===== config.mk =====
export PLATFORM = sky130hd
export DESIGN_NAME = imem_loader
export DESIGN_NICKNAME = d
export VERILOG_FILES = /design/src/rtl/imem_loader.sv
export SDC_FILE = /design/constraint.sdc
export NUM_CORES = 1
export LEC_CHECK = 0
export ABC_CLOCK_PERIOD_IN_PS = 2700
export CAP_MARGIN = 20
export CORE_ASPECT_RATIO = 1.25
export CORE_MARGIN = 3
export CORE_UTILIZATION = 50
export DETAILED_ROUTE_END_ITERATION = 12
export PLACE_DENSITY = 0.75
export REMOVE_ABC_BUFFERS = 1
export SLEW_MARGIN = 15
export SYNTH_ARGS = -nofsm -noshare
export SYNTH_HDL_FRONTEND = slang
export SYNTH_SLANG_ARGS = --single-unit

===== constraint.sdc =====
create_clock -name clk -period 2.7 [get_ports clk]
set_input_delay 0.54 -clock clk [delete_from_list [all_inputs] [get_ports clk]]
set_output_delay 0.54 -clock clk [all_outputs]
set_load 0.01 [all_outputs]

===== src/rtl/imem_loader.sv =====
// imem_loader: fills the instruction memory from a valid/ready byte stream.
// Stream format: one length byte N (0 means 2^ADDR_W words), followed by N
// big-endian 16-bit opcodes. Each opcode becomes a single-cycle imem write.
// The CPU is held via cpu_hold for the whole load; done pulses at the end.
//
// Optional build macro IMEM_LOADER_CHECKSUM_EN: when defined, a trailing
// byte must equal the XOR of every byte accepted before it. A mismatch sets
// the sticky err flag and leaves the CPU held until a new start.
module imem_loader #(
  parameter int ADDR_W = 6,
  parameter int OP_W   = 16  // two stream bytes per opcode; only 16 is meaningful
) (
  input  logic              clk,
  input  logic              rst_n,
  input  logic              start,
  input  logic              in_valid,
  input  logic [7:0]        in_data,
  output logic              in_ready,
  output logic              wr_en,
  output logic [ADDR_W-1:0] wr_addr,
  output logic [OP_W-1:0]   wr_data,
  output logic              cpu_hold,
  output logic              busy,
  output logic              done,
  output logic              err
);

  typedef enum logic [2:0] {
    S_IDLE,
    S_HDR,
    S_HI,
    S_LO,
    S_WR,
    S_CHK,
    S_FIN
  } state_t;

  state_t state;
  state_t state_nxt;

  // Address of the final word; header N maps to N-1 modulo 2^ADDR_W, so a
  // header of 0 naturally selects the full memory depth.
  logic [ADDR_W-1:0] last_addr;
  logic [ADDR_W-1:0] hdr_cnt;
  logic [7:0]        hi_byte;
  logic              accept;
  logic              start_ok;
  logic              at_last;

  assign accept   = in_valid & in_ready;
  assign start_ok = (state == S_IDLE) & start;
  assign hdr_cnt  = ADDR_W'(in_data);
  assign at_last  = (wr_addr == last_addr);

`ifdef IMEM_LOADER_CHECKSUM_EN
  logic [7:0] csum;
  logic       csum_match;

  assign csum_match = (in_data == csum);

  // Running XOR of header and opcode bytes; err latches a trailer mismatch
  // and stays set until the next accepted start.
  always_ff @(posedge clk or negedge rst_n) begin
    if (!rst_n) begin
      csum <= 8'h00;
      err  <= 1'b0;
    end else if (start_ok) begin
      csum <= 8'h00;
      err  <= 1'b0;
    end else if (accept && (state == S_CHK)) begin
      if (!csum_match) begin
        err <= 1'b1;
      end
    end else if (accept) begin
      csum <= csum ^ in_data;
    end
  end
`else
  assign err = 1'b0;
`endif

  // State register.
  always_ff @(posedge clk or negedge rst_n) begin
    if (!rst_n) begin
      state <= S_IDLE;
    end else begin
      state <= state_nxt;
    end
  end

  // Next-state decode; byte-consuming states advance only on a handshake.
  always_comb begin
    state_nxt = state;
    case (state)
      S_IDLE: begin
        if (start) begin
          state_nxt = S_HDR;
        end
      end
      S_HDR: begin
        if (accept) begin
          state_nxt = S_HI;
        end
      end
      S_HI: begin
        if (accept) begin
          state_nxt = S_LO;
        end
      end
      S_LO: begin
        if (accept) begin
          state_nxt = S_WR;
        end
      end
      S_WR: begin
        if (at_last) begin
`ifdef IMEM_LOADER_CHECKSUM_EN
          state_nxt = S_CHK;
`else
          state_nxt = S_FIN;
`endif
        end else begin
          state_nxt = S_HI;
        end
      end
`ifdef IMEM_LOADER_CHECKSUM_EN
      S_CHK: begin
        if (accept) begin
          state_nxt = csum_match ? S_FIN : S_IDLE;
        end
      end
`endif
      S_FIN: begin
        state_nxt = S_IDLE;
      end
      default: begin
        state_nxt = S_IDLE;
      end
    endcase
  end

  // Registered control outputs, derived from the state being entered so
  // they line up with that state's cycle.
  always_ff @(posedge clk or negedge rst_n) begin
    if (!rst_n) begin
      in_ready <= 1'b0;
      wr_en    <= 1'b0;
      busy     <= 1'b0;
      done     <= 1'b0;
      cpu_hold <= 1'b0;
    end else begin
      in_ready <= (state_nxt == S_HDR) | (state_nxt == S_HI) |
                  (state_nxt == S_LO)  | (state_nxt == S_CHK);
      wr_en    <= (state_nxt == S_WR);
      busy     <= (state_nxt != S_IDLE);
      done     <= (state_nxt == S_FIN);
      // A failed checksum returns to IDLE without passing FIN, so the CPU
      // stays held until a successful reload.
      if (start_ok) begin
        cpu_hold <= 1'b1;
      end else if (state == S_FIN) begin
        cpu_hold <= 1'b0;
      end
    end
  end

  // Address, header and opcode assembly registers.
  always_ff @(posedge clk or negedge rst_n) begin
    if (!rst_n) begin
      wr_addr   <= '0;
      wr_data   <= '0;
      hi_byte   <= 8'h00;
      last_addr <= '0;
    end else begin
      case (state)
        S_IDLE: begin
          if (start) begin
            wr_addr <= '0;
          end
        end
        S_HDR: begin
          if (accept) begin
            last_addr <= hdr_cnt - ADDR_W'(1);
          end
        end
        S_HI: begin
          if (accept) begin
            hi_byte <= in_data;
          end
        end
        S_LO: begin
          if (accept) begin
            wr_data <= OP_W'({hi_byte, in_data});
          end
        end
        S_WR: begin
          // The final address is left in place; it is cleared by the next start.
          if (!at_last) begin
            wr_addr <= wr_addr + ADDR_W'(1);
          end
        end
        default: begin
        end
      endcase
    end
  end

endmodule


---- Word-level counts from Yosys, hierarchy flattened ----
Index checks and enable logic that the tools add are counted.
word-level totals
  bits of input ports ..................... 12
  output and inout bits ................... 28
  memory bits (writable) .................. 0
  register bits ........................... 44
  memories ................................ 0
  memory bits (read-only) ................. 0
  word-level logic and storage cells ...... 50
  latch bits .............................. 0
operators by class
  multiplexer cells ....................... 11
  shift operators ......................... 0
  add/sub/neg operators ................... 2
  eq/ne operators ......................... 14
  order comparisons ....................... 0
  bitwise logic cells ..................... 5
  div/mod/pow operators ................... 0
  reductions and logical operators ........ 8
  $mul .................................... 0
operators with widths
  kind                                                                    count
  3-bit equality test (second input constant)                             5
  3-bit two-way mux                                                       5
  3-bit case mux with 5 select lines                                      1
  3-bit by 2-bit equality test with 1-bit output (second input constant)  4
  6-bit two-way mux                                                       2
  6-bit case mux with 2 select lines                                      1
  6-bit by 1-bit adder with 6-bit output (second input constant)          1
  3-bit by 1-bit equality test with 1-bit output (second input constant)  2
  6-bit equality test                                                     1
  2-bit AND reduction                                                     3
  6-bit by 1-bit subtractor with 6-bit output (second input constant)     1
  2-bit != test (second input constant)                                   2
  2-bit nonzero test                                                      2
  3-bit logical NOT                                                       1
  1-bit bitwise OR                                                        3
  3-bit AND reduction                                                     1
  3-bit nonzero test                                                      1
  1-bit bitwise AND                                                       2
  1-bit two-way mux                                                       2

---- Logic depth before layout (Yosys ltp) ----
Gate-level depths: netlist (run 1).
  depth in word-level cells ............... 7
  gate-level depth with buffers ........... 6

---- Worst setup path after synthesis (run 1) ----
Ideal clock, no wire load.
  path type ............................... register -> register
  from .................................... register wr_addr[0]
  to ...................................... register in_ready
  slack ................................... 0.780 ns
  path buffers ............................ 1
  data required time ...................... 2.575 ns
  cell stages (with the launch flop) ...... 7
  arrival ................................. 1.795 ns
  library setup time ...................... 0.125 ns
  period minus slack after synthesis ...... 1.920 ns
  path through ............................ dfrtp_1 > xnor2_1 > nand3_1 > or4_1 > buf_2 > or2_0 > mux2_2
on the way
  word-level cells in the longest chain between the ends .. 7
RTL lines
  element                                                                                                                  RTL line  source
  from (decl)                                                                                                              20        output logic [ADDR_W-1:0] wr_addr,
  from (signal assigned)                                                                                                   199       wr_addr <= wr_addr + ADDR_W'(1);
  6-bit equality test (*)                                                                                                  53        assign at_last = (wr_addr == last_addr);
  3-bit two-way mux (*)                                                                                                    116       if (at_last) begin
  3-bit case mux with 5 select lines (*)                                                                                   94        case (state)
  3-bit by 1-bit equality test with 1-bit output / 3-bit by 2-bit equality test with 1-bit output (equally long branches)  152       in_ready <= (state_nxt == S_HDR) | (state_nxt == S_HI) |
  1-bit bitwise OR (2 in series)                                                                                           152
  1-bit bitwise OR (*)                                                                                                     153       (state_nxt == S_LO) | (state_nxt == S_CHK);
  to (signal assigned)                                                                                                     152
  to (decl)                                                                                                                18        output logic in_ready,
Every way passes the cells marked *; elsewhere a longest branch is shown, timed or not.
A chain may end at the register's enable or synchronous reset.

---- Worst setup path in the final report (run 1) ----
Same ends and word-level chain as after synthesis.

==> results.txt, run 1 <==
Max IR drop VDD: 0.630 mV
Worst path slowest cell: or4_1
Synthesized cell area: 0.00193 mm^2
Setup TNS: 0 ns
Die Wd: 61.6 um
Ports: 40
Wire length on met3: 179 um
Metal2 WL: 1900 um
Fin nets: 221
Hold Buf Count CTS: 0
Slew HR: 0.361
Number of distinct library cells after synthesis: 31
Area of the multi-input gates: 774 um^2
# DRC: 0
Global Route Usage Sum: 0.188
Area growth syn-to-layout: 26.7%
Setup violations, final: 0
Mean Syn Cell Area: 11.5 um^2
HPWL after DPL: 2760 um
Worst-case clock buffer depth: 2
Max frequency: 0.463 GHz
Primary FF master, synth: dfrtp_1
CP Capture Type: flip-flop
Slew @ Worst Pin: 0.959 ns
Tcrit/Tclk final: 0.799
Reg2reg start: wr_addr[0]
Largest net degree at the start of global routing: 45
Yosys Warn Count: 0
Starting Density: 0.535
Total CTS buffers: 5
WP data required: 2.89 ns
Status: completed
Drt via density: 5.62
CP Launch Type: flip-flop
Hold Path Class: input port to async pin
Syn Inst Count: 168
Core area: 0.00360 mm^2
Post-synth EDFFs: 0
RSZ-0062 raised after global routing: false
Total of max-cap violations: 0
Post-synth ARST share: 1.00
Layout cells sized above 1: 0.178
Tmin final: 2.16 ns
Post-CTS sizing: 0
Layout filler cell count: 282
Synth top cells by count: dfrtp_1, mux2_2, nand2_1
Placer Congestion: 0.827
Reg2reg end: in_ready
FF/Latch Area: 0.00110 mm^2
Clk Latency, worst-skew pair: 0.31 ns
Yosys top cell by area: dfrtp_1
# Post-CTS Setup Buffers: 0
Routed wire length: 3930 um
Worst reg2reg setup slack: 0.54 ns
CP Cell Sequence: xnor2_1, nand3_1, or4_1, or2_0, mux2_2
First-pass GRT wire length: 6480 um
Worst-path clk slew: 0.09 ns
Row count: 24
Most frequent cell after synthesis: dfrtp_1
Slowest stage delay, CP: 0.66 ns
Max layer used: met4
CTS Sinks: 44
CP arrival: 2.35 ns
M1 WL: 1760 um
WL/cell: 15.9 um
Setup Skew: 0.0143 ns
Vias in the first global route: 1408
Vias post-DR: 1389
Sequential share of the synthesized area: 0.571
IO buf count: 38
CTS tree: yes
H-tree levels: 2
Layout Utilization: 0.678
FF-to-FF path depth: 5
Final Hold Vio Count: 0
Die area: 0.00464 mm^2
Grt ovf: 0
Pins Over Slew Limit: 0
Top cell type's share of synthesized area: 0.571
Initial antenna violation count: 0
Diode count: 0
CP Class: flip-flop to flip-flop
DR iter-0 viols: 110
Die Y: 75.5 um
Cell Pwr Density: 1130 mW/mm^2
P_leak: 1.05 nW
DR pass1 iterations: 4
Crit Path Max Fanout: 7
Top cells by area, synth: dfrtp_1, mux2_2, nand2_1
Root Buffer: clkbuf_8
Synthesized flop and latch total: 44
Post-DRT Antenna Nets: 0
-- power breakdown --
group / total, mW / internal, mW / switching, mW
clock network: 0.508 / 0.274 / 0.235
logic: 1.07 / 0.612 / 0.459
registers: 1.19 / 0.947 / 0.241
-- how the worst max path moves through the flow --
| stage | start | to | slack (ns) | cells after the start |
|---|---|---|---|---|
| 5_1_grt | wr_addr[0] | in_ready | 0.45 | 5 |
| 2_1_floorplan | wr_addr[0] | in_ready | 0.77 | 5 |
| 4_1_cts | wr_addr[0] | in_ready | 0.54 | 5 |
| 6_report | wr_addr[0] | in_ready | 0.54 | 5 |
| 3_5_place_dp | in_valid | wr_data[13] | 0.52 | 6 |
| 3_3_place_gp | in_valid | wr_data[13] | 0.59 | 6 |
-- worst max-delay path, delay by kind of cell (launching register included) --
kind	cells	cell delay (ns)
and+or+nand+nor	3	1.08
DFF	1	0.48
muxes	1	0.28
xor gates and xnor gates	1	0.20
-- metrics by stage --
step	area (um^2)	hold WS, ns	power [mW]	setup slack [ns]	cells
finish	2440	0.375	2.77	0.542	247
global placement	2330	0.482	2.21	0.591	239
CTS	2440	0.411	2.78	0.538	247
global route	2440	0.448	2.95	0.450	247
floorplan	1890	0.244	1.74	0.771	160
detailed placement	2330	0.492	2.28	0.515	239
-- kinds of logic after synthesis --
| logic type | Yosys count | share of synthesized area |
|---|---|---|
| AND/OR/NAND/NOR | 45 | 0.110 |
| flip-flops | 44 | 0.571 |
| AO/OA/AOI/OAI | 27 | 0.0817 |
| multiplexers | 25 | 0.145 |
| buffers and inverters | 13 | 0.0279 |
| XOR/XNOR | 11 | 0.0499 |
| adder cells (fa/ha/maj) | 2 | 0.0130 |
| other | 1 | 0.00194 |
-- metal layers --
| metal | vias to the layer above | global-route usage |
|---|---|---|
| met5 | - | 0 |
| met4 | 0 | 0.0731 |
| met3 | 12 | 0.0492 |
| met2 | 41 | 0.302 |
| met1 | 677 | 0.242 |
| li1 | 659 | - |
-- state kept, by name, summed over array words and instances, names as in the netlist, 3 cells and up --
name and flops:
hi_byte 8, last_addr 6, state 3, wr_addr 6, wr_data 16
-- final cells by class --
class | instances | area share
Tap cell | 39 | 0.0200
Clock inverter | 3 | 0.0174
Multi-Input combinational cell | 111 | 0.317
Sequential cell | 44 | 0.450
Inverter | 5 | 0.00768
Timing Repair Buffer | 40 | 0.160
Clock buffer | 5 | 0.0281
-- layout by cell type, fill, tap and decap left out, types with 2 or more instances in the layout --
| master | Yosys | final |
|---|---|---|
| xnor2_1 | 4 | 4 |
| clkbuf_8 | 0 | 5 |
| mux2_2 | 23 | 23 |
| buf_4 | 1 | 2 |
| nand4_1 | 2 | 2 |
| nor3_1 | 4 | 4 |
| or3_1 | 4 | 4 |
| nor2_1 | 8 | 8 |
| nand3_1 | 3 | 3 |
| a21oi_1 | 3 | 3 |
| nand2_1 | 20 | 20 |
| o211ai_1 | 2 | 2 |
| xor2_1 | 7 | 7 |
| clkdlybuf4s50_1 | 0 | 37 |
| ha_1 | 2 | 2 |
| dfrtp_1 | 44 | 44 |
| inv_1 | 5 | 5 |
| mux2i_1 | 2 | 2 |
| o21ai_0 | 15 | 15 |
Power figures use the tool's default switching activity.
==> run 2: changes to the inputs <==
Settings changed: ABC_CLOCK_PERIOD_IN_PS 2700 to 2200.
Clock period 2.7 ns to 2.2 ns, I/O delays scaled along.
==> run 2 against run 1 <==
Global-route usage is 0.89 points higher. Combinational power is 27% higher. Wire length is 2.0% higher. Highest routed layer unchanged. First-iteration DRC count is 7.3% higher. Register-to-register slack worse by 0.30 ns. Sequential power is 21% higher. Final cell count is 1.6% higher. Count of clock-buffer cells in the layout stayed put. Critical path type unchanged. Design area is 1.2% higher. Utilization is 0.83 points higher. Sequential cell count stayed put. Setup slack worse by 0.30 ns.
==> results.txt, run 2 (synthesis gave the netlist of run 1 again) <==
Status: completed
Post-route insts no fill: 251 (+1.6%)
Largest net degree at the start of global routing: 45 (unchanged)
Tmin final: 1.96 ns (-0.200 ns)
Post-CTS sizing: 0 (unchanged)
RSZ-0062 raised after global routing: false
Starting Density: 0.535 (unchanged)
Biggest regs: wr_data (16), hi_byte (8)
Die area: 0.00464 mm^2 (unchanged)
Worst path slowest cell: or4_1
Root Buffer: clkbuf_8
IO buf count: 38 (unchanged)
CTS Sinks: 44 (unchanged)
Max IR drop VDD: 0.812 mV (+29%)
# Post-CTS Setup Buffers: 0 (unchanged)
P_leak: 1.07 nW (+1.7%)
CTS tree: yes
Die Wd: 61.6 um (unchanged)
Placed Cells: 243 (+1.7%)
Tcrit/Tclk final: 0.890 (+0.0905)
Max reg flops: 16 (unchanged)
Setup Skew: 0.0101 ns (-0.00419 ns)
Die Y: 75.5 um (unchanged)
CP Launch Type: flip-flop
Setup violations, final: 0 (unchanged)
CP Cell Sequence: xnor2_1, nand3_1, or4_1, or2_0, mux2_2
Grt ovf: 0 (unchanged)
CP arrival: 2.15 ns (-0.20 ns)
Most common cell after layout, fill and taps aside: dfrtp_1
Drt via density: 5.67 (+0.74%)
Total of max-cap violations: 0 (unchanged)
Reg2reg end: in_ready
Leading cell types in the layout, fill and taps excluded: dfrtp_1, clkdlybuf4s50_1, mux2_2
Crit Path Max Fanout: 7 (unchanged)
Core area: 0.00360 mm^2 (unchanged)
HPWL after DPL: 2880 um (+4.1%)
WP data required: 2.39 ns (-0.50 ns)
Vias post-DR: 1422 (+2.4%)
Hold Buf Count CTS: 0 (unchanged)
Cell Pwr Density: 1380 mW/mm^2 (+22%)
CP Class: flip-flop to flip-flop
Hold WS: 0.207 ns (-0.169 ns)
H-tree levels: 2 (unchanged)
Tot Pwr: 3.41 mW (+23%)
Total CTS buffers: 5 (unchanged)
DR iter-0 viols: 118 (+7.3%)
Worst-path clk slew: 0.09 ns (about the same)
Worst-case clock buffer depth: 2 (unchanged)
Row count: 24 (unchanged)
Delay-heaviest family, CP: simple AND/OR/NAND/NOR gates
Slew @ Worst Pin: 0.535 ns (-0.424 ns)
DR pass1 iterations: 5 (+1)
# DRC: 0 (unchanged)
Pins Over Slew Limit: 0 (unchanged)
Clk Latency, worst-skew pair: 0.30 ns (about the same)
Buffers and inverters on the worst path: 0 (unchanged)
FF-to-FF path depth: 5 (unchanged)
Slew HR: 0.643 (+0.283)
Reg2reg start: wr_addr[0]
Worst reg2reg setup slack: 0.24 ns (-0.30 ns)
Initial antenna violation count: 0 (unchanged)
Global Route Usage Sum: 0.197 (+0.00894)
Final Hold Vio Count: 0 (unchanged)
Layout cells sized above 1: 0.193 (+0.0155)
CP Capture Type: flip-flop
Area growth syn-to-layout: 28.3%
Setup TNS: 0 ns (unchanged)
WL/cell: 16.0 um (+0.33%)
Max frequency: 0.511 GHz (+10%)
Ports: 40 (unchanged)
Slowest stage delay, CP: 0.54 ns (-0.12 ns)
Fin nets: 225 (+1.8%)
Post-DRT Antenna Nets: 0 (unchanged)
Routed wire length: 4010 um (+2.0%)
Dpl cell area: 0.00236 mm^2 (+1.3%)
Biggest register: wr_data
First-pass GRT wire length: 6620 um (+2.2%)
Placer Congestion: 0.828 (+0.17%)
Fin area: 0.00247 mm^2 (+1.2%)
Vias in the first global route: 1450 (+3.0%)
Hold Path Class: input port to async pin
Diode count: 0 (unchanged)
==> run 2: changes by cell type in the layout (fill, tap and decap cells not counted) <==
cell	change
buf_4	+4
==> run 2: worst register-to-register path: stages (launching register included) <==
cell	delay [ns]
dfrtp_1	0.47
xnor2_1	0.20
nand3_1	0.12
or4_1	0.54
or2_0	0.25
mux2_2	0.27
==> run 2: worst max-delay path by stage <==
stage,start,to,slack (ns),depth (start not counted)
2_1_floorplan,wr_addr[0],in_ready,0.27,5
3_5_place_dp,in_valid,in_ready,0.17,5
5_1_grt,wr_addr[0],in_ready,0.18,5
3_3_place_gp,in_valid,in_ready,0.28,5
4_1_cts,wr_addr[0],in_ready,0.24,5
6_report,wr_addr[0],in_ready,0.24,5
==> run 2: area by class of cell <==
cell class              count  area (um^2)
repair buffers             44          420
fillers                   283         1130
well taps                  39         48.8
multi-input cells         111          774
clock buffers               5         68.8
inverters                   5         18.8
flip-flops and latches     44         1100
clock inverters             3         42.5
==> run 2: stage by stage <==
stage	utilization	setup WS (ns)
floorplan	-	0.271
global placement	0.656	0.283
detailed placement	0.656	0.175
CTS	0.687	0.239
global route	0.687	0.180
finish	0.687	0.243
==> run 2: per-layer routing <==
metal | track usage | wire length (um) | vias to the layer above
met3 | 0.0712 | 218 | 12
met5 | 0 | 0 | -
li1 | - | - | 662
met2 | 0.324 | 2080 | 38
met1 | 0.231 | 1590 | 710
met4 | 0.0825 | 113 | 0
==> run 2: where the power goes <==
part / leakage (nW) / internal (mW) / switching, mW
sequential: 0.542 / 1.16 / 0.277
clock: 0.0541 / 0.336 / 0.275
combinational: 0.473 / 0.775 / 0.583
total: 1.07 / 2.27 / 1.13
==> run 3: changes to the inputs <==
Settings changed: ABC_CLOCK_PERIOD_IN_PS 2200 to 1600, CORE_UTILIZATION 50 to 45, PLACE_DENSITY 0.75 to 0.71.
Clock period 2.2 ns to 1.6 ns, I/O delays scaled along.
==> run 3 against run 2 <==
The flow now finishes with violations (setup timing). Setup slack worse by 0.51 ns. Highest routed layer unchanged. Power up 53%. Wire length increased by 7.9%. Utilization fell by 0.27 points. Global-route usage decreased by 1.3 points. Critical path type unchanged. Design area is 13% higher. Sequential power is 34% higher.
==> results.txt, run 3 (synthesis gave the netlist of run 1 again) <==
P_leak: 1.29 nW (+21%)
FF-to-FF path depth: 5 (unchanged)
Root Buffer: clkbuf_8
Internal power: 3.52 mW (+55%)
Global Route Usage Sum: 0.184 (-0.0129)
H-tree levels: 2 (unchanged)
Biggest register: wr_data
Crit Path Max Fanout: 2 (-5)
Psw: 1.71 mW (+50%)
WL/cell: 14.6 um (-8.5%)
FF/Latch Area: 0.00110 mm^2 (unchanged)
Max IR drop VDD: 1.03 mV (+26%)
Ports: 40 (unchanged)
Most common cell after layout, fill and taps aside: dfrtp_1
DR iter-0 viols: 86 (-27%)
Setup violations, final: 8 (+8)
CP Class: flip-flop to flip-flop
Clk Latency, worst-skew pair: 0.29 ns (about the same)
Grt ovf: 0 (unchanged)
Core area: 0.00410 mm^2 (+14%)
Initial antenna violation count: 0 (unchanged)
RSZ-0062 raised after global routing: true
CTS Sinks: 44 (unchanged)
Setup Skew: 0.00811 ns (-0.00202 ns)
Largest net degree at the start of global routing: 32 (-29%)
WP data required: 1.78 ns (-0.61 ns)
Layout filler cell count: 346 (+22%)
Dpl cell area: 0.00260 mm^2 (+9.9%)
Hold Path Class: input port to async pin
Leading cell types in the layout, fill and taps excluded: dfrtp_1, clkdlybuf4s50_1, buf_4
CP Capture Type: flip-flop
Cell Pwr Density: 1870 mW/mm^2 (+35%)
PnR worst setup slack: -0.265 ns (-0.508 ns)
Die area: 0.00511 mm^2 (+10%)
First-pass GRT wire length: 7360 um (+11%)
Placed Cells: 285 (+17%)
Pins Over Slew Limit: 0 (unchanged)
Total CTS buffers: 5 (unchanged)
Sw Ratio: 0.327 (-0.00640)
Post-route insts no fill: 296 (+18%)
Clock power frac: 0.175 (-0.004)
Tcrit/Tclk final: 1.17 (+0.276)
Area of the multi-input gates: 837 um^2 (+8.1%)
Row count: 26 (+8.3%)
# DRC: 0 (unchanged)
Status: complete, but fails checks
Fin area: 0.00280 mm^2 (+13%)
CTS tree: yes
Starting Density: 0.471 (-0.0647)
HPWL after DPL: 3180 um (+11%)
Drt via density: 5.06 (-11%)
Post-DRT Antenna Nets: 0 (unchanged)
IO buf count: 38 (unchanged)
DR pass1 iterations: 4 (-1)
Tot Pwr: 5.23 mW (+53%)
Max frequency: 0.536 GHz (+4.9%)
Die Y: 79.2 um (+5.0%)
Total of max-cap violations: 0 (unchanged)
Worst path slowest cell: or4_4
Logic pwr share: 0.455 (+0.057)
Setup TNS: -1.23 ns (-1.23 ns)
Vias in the first global route: 1618 (+12%)
Die Wd: 64.6 um (+4.9%)
Vias post-DR: 1498 (+5.3%)
Diode count: 0 (unchanged)
CP Cell Sequence: xnor2_2, nand3_1, or4_4, or2_4, mux2_4
Fin nets: 253 (+12%)
Area growth syn-to-layout: 45.3%
Flop pwr share: 0.369 (-0.053)
Failing checks: setup timing
DP Worst Slack: -0.294 ns (-0.469 ns)
Worst-path clk slew: 0.08 ns (about the same)
CP Launch Type: flip-flop
Placer Congestion: 0.796 (-3.8%)
Routed wire length: 4320 um (+7.9%)
Max reg flops: 16 (unchanged)
Tmin final: 1.87 ns (-0.0919 ns)
Layout cells sized above 1: 0.325 (+0.132)
CP arrival: 2.05 ns (-0.10 ns)
Worst-case clock buffer depth: 2 (unchanged)
Biggest regs: wr_data (16), hi_byte (8)
Final Hold Vio Count: 0 (unchanged)
Slowest stage delay, CP: 0.53 ns (about the same)
==> run 3: area by class of cell <==
cell class | count | area share
clock inverter | 1 | 0.0107
inverter | 5 | 0.00669
clock buffer | 7 | 0.0344
tap | 56 | 0.0250
sequential | 44 | 0.393
multi-input combinational | 111 | 0.299
timing repair buffer | 72 | 0.232
==> run 3: power groups by stage <==
stage | Clock, mW | Sequential, mW | Combinational [mW]
finish | 0.918 | 1.93 | 2.38
global route | 0.990 | 1.99 | 2.61
CTS | 0.935 | 1.92 | 2.28
detailed placement | 0 | 1.93 | 2.25
global placement | 0 | 1.90 | 2.15
floorplan | 0 | 2.06 | 0.873
==> run 3: final timing paths <==
kind | start | slack, ns | to
worst max-delay path | last_addr[0] | -0.27 | in_ready
worst min-delay path | rst_n | 0.48 | wr_data[4]
worst max register to register | last_addr[0] | -0.27 | in_ready
worst min register to register | wr_data[1] | 0.51 | wr_data[1]
max in group asynchronous | rst_n | 0.64 | hi_byte[1]
min in group clk | wr_data[1] | 0.51 | wr_data[1]
==> run 3: stage by stage <==
step	utilization	hold WS [ns]
after floorplan	-	0.0244
after global placement	0.634	0.228
after detailed placement	0.634	0.240
after CTS	0.670	0.468
after global routing	0.684	0.486
final	0.684	0.482
==> run 3: per-layer routing <==
layer,part of all wire,vias up,GRT usage,routed length [um]
met2,0.54,42,0.343,2350
met5,0,-,0,0
met4,0.0062,0,0.0486,27
met1,0.40,731,0.205,1710
li1,-,722,-,-
met3,0.053,3,0.0481,230
==> run 3: worst max-delay path, delay by kind of cell, from the launching register on <==
| family | cells | cell delay [ns] |
|---|---|---|
| flops | 1 | 0.41 |
| mux | 1 | 0.26 |
| simple gates | 3 | 0.91 |
| xor+xnor | 1 | 0.17 |
==> run 3: what timing repair did <==
item	CTS	global route
pin swaps	1	9
setup buffers	1	1
resized for setup	10	13
setup endpoints to repair	13	26
endpoints found under the hold margin	13	0
hold buffers	1	0
